File: src/rtl/hazard_ctrl.sv
// Pipeline sequencing controller for the 5-stage RV64 core.
// Chooses one action per cycle (RUN / LU_STALL / FLUSH / MEM_WAIT), drives the
// pipeline register enables and flushes, and keeps saturating performance
// counters plus a sticky data-memory timeout flag.
module hazard_ctrl #(
    parameter int CNT_W   = 16,
    parameter int TIMEOUT = 64
) (
    input  logic             clk,
    input  logic             reset,
    input  logic [31:0]      if_id_inst,
    input  logic             id_ex_mem_read,
    input  logic [4:0]       id_ex_rd,
    input  logic             ex_branch_taken,
    input  logic             dmem_busy,
    output logic             pc_write,
    output logic             if_id_write,
    output logic             if_id_flush,
    output logic             id_ex_flush,
    output logic             ex_mem_hold,
    output logic [1:0]       ctrl_state,
    output logic [CNT_W-1:0] stall_cycles,
    output logic [CNT_W-1:0] flush_events,
    output logic             mem_timeout_err
);

    typedef enum logic [1:0] {
        RUN      = 2'd0,
        LU_STALL = 2'd1,
        FLUSH    = 2'd2,
        MEM_WAIT = 2'd3
    } action_e;

    localparam logic [15:0] TIMEOUT_V = 16'(TIMEOUT);

    action_e          state_q, action_d;
    logic [CNT_W-1:0] stall_q, flush_q;
    logic [15:0]      timer_q;
    logic             err_q;

    logic [6:0] opcode;
    logic [4:0] rs1, rs2;
    logic       uses_rs1, uses_rs2, lu;

    // Only opcode and source fields matter for hazard detection.
    logic unused_inst_bits;
    assign unused_inst_bits = ^{if_id_inst[31:25], if_id_inst[14:7]};

    assign opcode = if_id_inst[6:0];
    assign rs1    = if_id_inst[19:15];
    assign rs2    = if_id_inst[24:20];

    // Source-register usage decode and load-use hazard detection.
    always_comb begin
        uses_rs1 = 1'b0;
        uses_rs2 = 1'b0;
        unique case (opcode)
            7'b0000011, 7'b0010011: uses_rs1 = 1'b1;
            7'b0100011, 7'b0110011, 7'b1100011: begin
                uses_rs1 = 1'b1;
                uses_rs2 = 1'b1;
            end
            default: ;
        endcase
        lu = id_ex_mem_read && (id_ex_rd != 5'd0) &&
             ((uses_rs1 && (rs1 == id_ex_rd)) || (uses_rs2 && (rs2 == id_ex_rd)));
    end

    // Priority action select and pipeline control outputs.
    always_comb begin
        action_d    = RUN;
        pc_write    = 1'b1;
        if_id_write = 1'b1;
        if_id_flush = 1'b0;
        id_ex_flush = 1'b0;
        ex_mem_hold = 1'b0;
        if (reset) begin
            pc_write    = 1'b0;
            if_id_write = 1'b0;
            if_id_flush = 1'b1;
            id_ex_flush = 1'b1;
        end else if (dmem_busy) begin
            // A taken branch waits in EX and is re-presented once memory is ready.
            action_d    = MEM_WAIT;
            pc_write    = 1'b0;
            if_id_write = 1'b0;
            ex_mem_hold = 1'b1;
        end else if (ex_branch_taken) begin
            action_d    = FLUSH;
            if_id_flush = 1'b1;
            id_ex_flush = 1'b1;
        end else if (lu) begin
            action_d    = LU_STALL;
            pc_write    = 1'b0;
            if_id_write = 1'b0;
            id_ex_flush = 1'b1;
        end
    end

    // Action register, saturating counters, busy timer and sticky timeout.
    always_ff @(posedge clk) begin
        if (reset) begin
            state_q <= RUN;
            stall_q <= '0;
            flush_q <= '0;
            timer_q <= '0;
            err_q   <= 1'b0;
        end else begin
            state_q <= action_d;
            if ((action_d == LU_STALL || action_d == MEM_WAIT) && stall_q != '1)
                stall_q <= stall_q + CNT_W'(1);
            if (action_d == FLUSH && flush_q != '1)
                flush_q <= flush_q + CNT_W'(1);
            if (dmem_busy) begin
                if (timer_q != '1)
                    timer_q <= timer_q + 16'(1);
                // Timer holds the count of earlier busy cycles, so equality
                // flags the cycle that pushes the wait past TIMEOUT.
                if (timer_q == TIMEOUT_V)
                    err_q <= 1'b1;
            end else begin
                timer_q <= '0;
            end
        end
    end

    assign ctrl_state      = state_q;
    assign stall_cycles    = stall_q;
    assign flush_events    = flush_q;
    assign mem_timeout_err = err_q;

endmodule

File: config.mk
export PLATFORM = sky130hd
export DESIGN_NAME = hazard_ctrl
export DESIGN_NICKNAME = d
export VERILOG_FILES = /design/src/rtl/hazard_ctrl.sv
export SDC_FILE = /design/constraint.sdc
export NUM_CORES = 1
export LEC_CHECK = 0
export CAP_MARGIN = 10
export CORE_ASPECT_RATIO = 0.9
export CORE_MARGIN = 5
export CORE_UTILIZATION = 46
export DETAILED_ROUTE_END_ITERATION = 12
export PLACE_DENSITY = 0.85
export REMOVE_ABC_BUFFERS = 1
export SLEW_MARGIN = 5
export SYNTH_ARGS = -nofsm -noshare
export SYNTH_HDL_FRONTEND = slang
export SYNTH_SLANG_ARGS = --single-unit
File: constraint.sdc
create_clock -name clk -period 2.8 [get_ports clk]
set_input_delay 0.56 -clock clk [delete_from_list [all_inputs] [get_ports clk]]
set_output_delay 0.56 -clock clk [all_outputs]
set_load 0.1 [all_outputs]
**After elaboration in Yosys (flattened, before gate mapping)**

Cells that the tools add are included.

- Register bits: 51
- Input port bits: 42
- Output and inout bits: 40
- Logic and storage cells: 55

- $add $sub $neg: 3
- Equal/unequal tests: 14
- Muxes and demuxes: 19
- Bitwise gates (word level): 1
- Reductions and logical operators: 13

Operators by type and width:

| cell | number |
|---|---|
| $add A16 B1 Y16 const B | 3 |
| $ne A16 B16 Y1 const B | 3 |
| $eq A16 B7 Y1 const B | 1 |
| $mux W1 | 16 |
| $eq A7 B6 Y1 const B | 2 |
| $eq A5 B5 Y1 | 2 |
| $eq A7 B2 Y1 const B | 1 |
| $eq A7 B5 Y1 const B | 1 |
| $eq A7 B7 Y1 const B | 1 |
| $logic_and A1 B1 Y1 | 6 |
| $mux W2 | 3 |
| $reduce_bool A5 Y1 | 1 |
| $reduce_or A5 Y1 | 1 |
| $eq A2 B2 Y1 const B | 2 |
| $reduce_or A3 Y1 | 1 |
| $eq A2 B1 Y1 const B | 1 |
| $logic_or A1 B1 Y1 | 2 |
| $reduce_and A2 Y1 | 1 |
| $reduce_or A2 Y1 | 1 |
| $not A1 Y1 | 1 |

**Depth between registers and ports, before layout**

Gate-level depths: netlist (run 1).

- Depth in word-level cells: 13
- Depth in mapped cells: 8
- Mapped depth without buffers: 7

**Worst setup path before layout (run 1)**

No wires, ideal clock.

- Kind: input -> output
- Start point: in id_ex_rd[1]
- End point: out pc_write
- Data arrival time: 4.132 ns
- Setup slack: -1.892 ns
- Cell stages on the path: 7
- Buffers on the path: 1
- Cells stage by stage: or4_1 > nor2_1 > nor3_1 > nand2_1 > nor2_1 > nor3_1 > buf_4

- Longest elaborated chain between the ends: 8

Ends and longest elaborated chain:

| what | line | RTL |
|---|---|---|
| start, declared | 13 | `input logic [4:0] id_ex_rd,` |
| $eq A5 B5 Y1 | 66 | `((uses_rs1 && (rs1 == id_ex_rd)) \|\| (uses_rs2 && (rs2 == id_ex_rd)));` |
| $logic_and A1 B1 Y1 | 66 |  |
| $logic_or A1 B1 Y1 | 66 |  |
| $logic_and A1 B1 Y1 (*) | 65 | `lu = id_ex_mem_read && (id_ex_rd != 5'd0) &&` |
| $mux W1 (*) (4 in series) | - |  |
| end, declared | 16 | `output logic pc_write,` |

Every way passes the cells marked *; elsewhere a longest branch is shown, timed or not.

**Final worst setup path (run 1)**

- Start point: in id_ex_rd[3]
- End point: out pc_write

- Longest elaborated chain between the ends: 8

Ends and longest elaborated chain:

| what | line | RTL |
|---|---|---|
| $eq A5 B5 Y1 | 66 |  |
| $logic_and A1 B1 Y1 | 66 |  |
| $logic_or A1 B1 Y1 | 66 |  |
| $logic_and A1 B1 Y1 (*) | 65 |  |
| $mux W1 (*) | 92 | `end else if (lu) begin` |
| $mux W1 (*) | 88 | `end else if (ex_branch_taken) begin` |
| $mux W1 (*) | 82 | `end else if (dmem_busy) begin` |
| $mux W1 (*) | 77 | `if (reset) begin` |

Marked as above.

==> results of run 1 <==
-- layout make-up --
cell class,instances,area share
tap,67,0.0243
timing repair buffer,80,0.211
clock inverter,2,0.00363
inverter,13,0.0142
clock buffer,6,0.0211
sequential,51,0.296
multi-input combinational,236,0.430
-- cells in the mapped netlist, drive strengths merged --
cell type,n
a21o,1
nor3b,3
a31oi,1
o21ai,11
o21bai,2
nand2b,2
inv,13
dfxtp,51
nor4,3
nand4b,1
or4,6
o211a,2
a21oi,14
mux2,1
nor2,41
xnor2,28
nor2b,2
and4,2
nand2,23
o311ai,1
clkbuf,5
o221a,1
or3,10
xor2,6
mux2i,3
buf,4
nor4b,4
nand3,18
o22ai,1
o41ai,2
o211ai,1
ha,4
a41oi,1
or2,1
and3,6
nand4,15
o31ai,4
a21boi,1
nor3,13
o221ai,1
-- where the power goes --
| group | switching, W | total (W) | leakage, nW | internal, W |
|---|---|---|---|---|
| Combinational | 0.000120 | 0.000205 | 0.833 | 0.0000849 |
| Sequential | 0.00000535 | 0.000735 | 0.412 | 0.000730 |
| Clock | 0.000239 | 0.000414 | 0.0412 | 0.000175 |
-- repair_timing --
item	CTS	global route
endpoints found under the setup margin	3	3
endpoints found under the hold margin	0	0
gates resized for setup	9	2
pin swaps	2	2
-- metrics by stage --
step / hold slack (ns) / util / instance area [um^2]
4_1_cts: 0.503 / 0.643 / 3440
6_report: 0.501 / 0.644 / 3450
3_3_place_gp: 0.475 / 0.625 / 3340
2_1_floorplan: 0.481 / - / 2530
5_1_grt: 0.530 / 0.644 / 3450
3_5_place_dp: 0.478 / 0.625 / 3340
-- cell usage in the layout (no fill, tap or decap), drive strengths merged, types with 6 or more instances in the layout --
cell / instances
buf: 54
dfxtp: 51
nor2: 41
xnor2: 28
nand2: 23
clkdlybuf4s50: 21
nand3: 18
nand4: 15
a21oi: 14
inv: 13
nor3: 13
o21ai: 11
or3: 10
and3: 6
xor2: 6
or4: 6
clkbuf: 6
-- routing by layer --
metal / vias to the layer above / global-route usage
li1: 1259 / -
met1: 1183 / 0.226
met2: 76 / 0.330
met3: 8 / 0.0446
met4: 0 / 0.0740
met5: - / 0
-- kinds of logic after synthesis --
kind of cell	Yosys count
and+or+nand+nor	150
DFF	51
AOI/OAI and AO/OA	44
xor gates and xnor gates	34
buffers and inverters	22
muxes	4
adders and majority gates	4
-- worst max-delay path, stage by stage --
cell	delay, ns
dlygate4sd2_1	0.25
or4_4	0.55
nor2_4	0.10
nor3_1	0.05
nand2_1	0.10
nor2_1	0.06
nor3_2	0.12
buf_4	0.17
buf_12	0.17
-- state kept, by name, summed over array words and instances (netlist names) --
name,flops
flush_events,16
ctrl_state,2
stall_cycles,16
timer_q,16
mem_timeout_err,1
-- final timing paths --
| kind | from | to | slack [ns] | depth (start not counted) |
|---|---|---|---|---|
| hold reg to reg | mem_timeout_err$_SDFFE_PP0P_ | mem_timeout_err$_SDFFE_PP0P_ | 0.50 | 2 |
| hold / removal | mem_timeout_err$_SDFFE_PP0P_ | mem_timeout_err$_SDFFE_PP0P_ | 0.50 | 2 |
| setup / recovery | id_ex_rd[3] | pc_write | 0.09 | 9 |
| setup reg to reg | timer_q[4]$_SDFFE_PN0P_ | timer_q[6]$_SDFFE_PN0P_ | 0.76 | 7 |
==> impl_metrics.ini, run 1 <==
[floorplan]
dieArea_um2 = 7190
coreArea_um2 = 5350
start_util = 0.481
chipWidth_um = 88.8
core.rowCount = 25
chipHeight_um = 80.9
ios = 82

[sta]
period_needed_ns = 2.71
fin_tns_setup_ns = 0
slew_violations = 0
clock.fmax_ghz = 0.370
maxSlewHeadroom = 0.610
fin_crit_sh = 0.966
layout_setup_ws_ns = 0.0949
worst_pin_slew_ns = 0.580
hold_viol = 0
fin_worst_skew_ns = 0.00946
setup_violations = 0

[finish]
register_area_um2 = 1020
synthToLayoutAreaGrowth_pct = 33.9
nFillCells = 452
insertedDiodeCount = 0
layout.nets = 433
final_cells = 455
drive_gt1_frac = 0.180
multi_input_area_um2 = 1480

[yosys]
synth_area_leaders = dfxtp_1 40%, xnor2_1 9.5%, nor2_1 6.0%
synth_top_cell_area_share = 0.397
synth_top_family_by_area = simple AND/OR/NAND/NOR gates
ys_warn_count = 0
yosys-mux-area-fraction = 0.0161
synth_cells = 309
synthSimpleGateAreaFrac = 0.301
seq_area_frac_synth = 0.397
ys_types = 45
synthesis.area_um2 = 2570
syn_area_per_cell_um2 = 8.33
synthAdderAreaFrac = 0.0195
synth_top_cell_by_area = dfxtp_1
synthXorXnorAreaFrac = 0.116
synth_compound_area_frac = 0.116
synth_seq_cells = 51

[clock_network]
cts_max_level = 2
cts_tree = done
path_clk_slew_ns = 0.09
clkSinkCount = 51
hold_buffers = 0
worstSkewPairLatency_ns = 0.30
clock_path_buffers = 2
root_buffer = clkbuf_8
post_cts_buffers = 0
cts_buffers = 5

[route]
remaining_drc_errors = 0
drt-initial-drc-count = 113
vias_per_cell = 5.55
wl_per_cell_um = 14.6
wl_um = 6650
top_layer_used = met4
drt-met1-wl_um = 2970
wl_met3_um = 441
vias = 2526
first_pass_iters = 4
met2_length_um = 3150
drtAntennaViolNets = 0

[placement]
numPortBuffers = 66
dp_slack_ns = -0.216
dp_hpwl_um = 4990
place.gp.congestion = 0.815
dp_cells = 447

[worst_setup_path]
worstPathRequired_ns = 2.24
arrival_ns = 2.15
cp_max_fo = 2
critical_path_class = input pin to output port
crit_path_end_kind = output port
start_kind = input pin

[job]
maxCapViolations = 0

[power]
ir_drop_mv = 0.225
leakagePower_nw = 1.29
power.total_w = 0.00135
powerDensity_nw_per_um2 = 393

[grt]
grt_pass1_vias = 2484
antenna_found_initial = 0
overflow = 0
grt_max_degree = 32
grt_use_total = 0.190
grt_pass1_wl_um = 10900

[outcome]
run_status = completed

[worst_hold_path]
hold_path.class = flop to flop
Note: power is estimated with default switching activity, not from simulation.
==> inputs of run 2 (changes only) <==
--- a/config.mk
+++ b/config.mk
@@ -9,6 +9,7 @@
 export CORE_ASPECT_RATIO = 0.9
 export CORE_MARGIN = 5
 export CORE_UTILIZATION = 46
+export CTS_CLUSTER_SIZE = 40
 export DETAILED_ROUTE_END_ITERATION = 12
 export PLACE_DENSITY = 0.85
 export REMOVE_ABC_BUFFERS = 1
==> results of run 2 <==
Final layout, timing and power as in run 1 (identical DEF).
==> inputs of run 3 (changes only) <==
--- a/config.mk
+++ b/config.mk
@@ -13,7 +13,6 @@
 export DETAILED_ROUTE_END_ITERATION = 12
 export PLACE_DENSITY = 0.85
 export REMOVE_ABC_BUFFERS = 1
-export SLEW_MARGIN = 5
 export SYNTH_ARGS = -nofsm -noshare
 export SYNTH_HDL_FRONTEND = slang
 export SYNTH_SLANG_ARGS = --single-unit
==> results of run 3 <==
Final layout, timing and power as in run 1 (identical DEF).
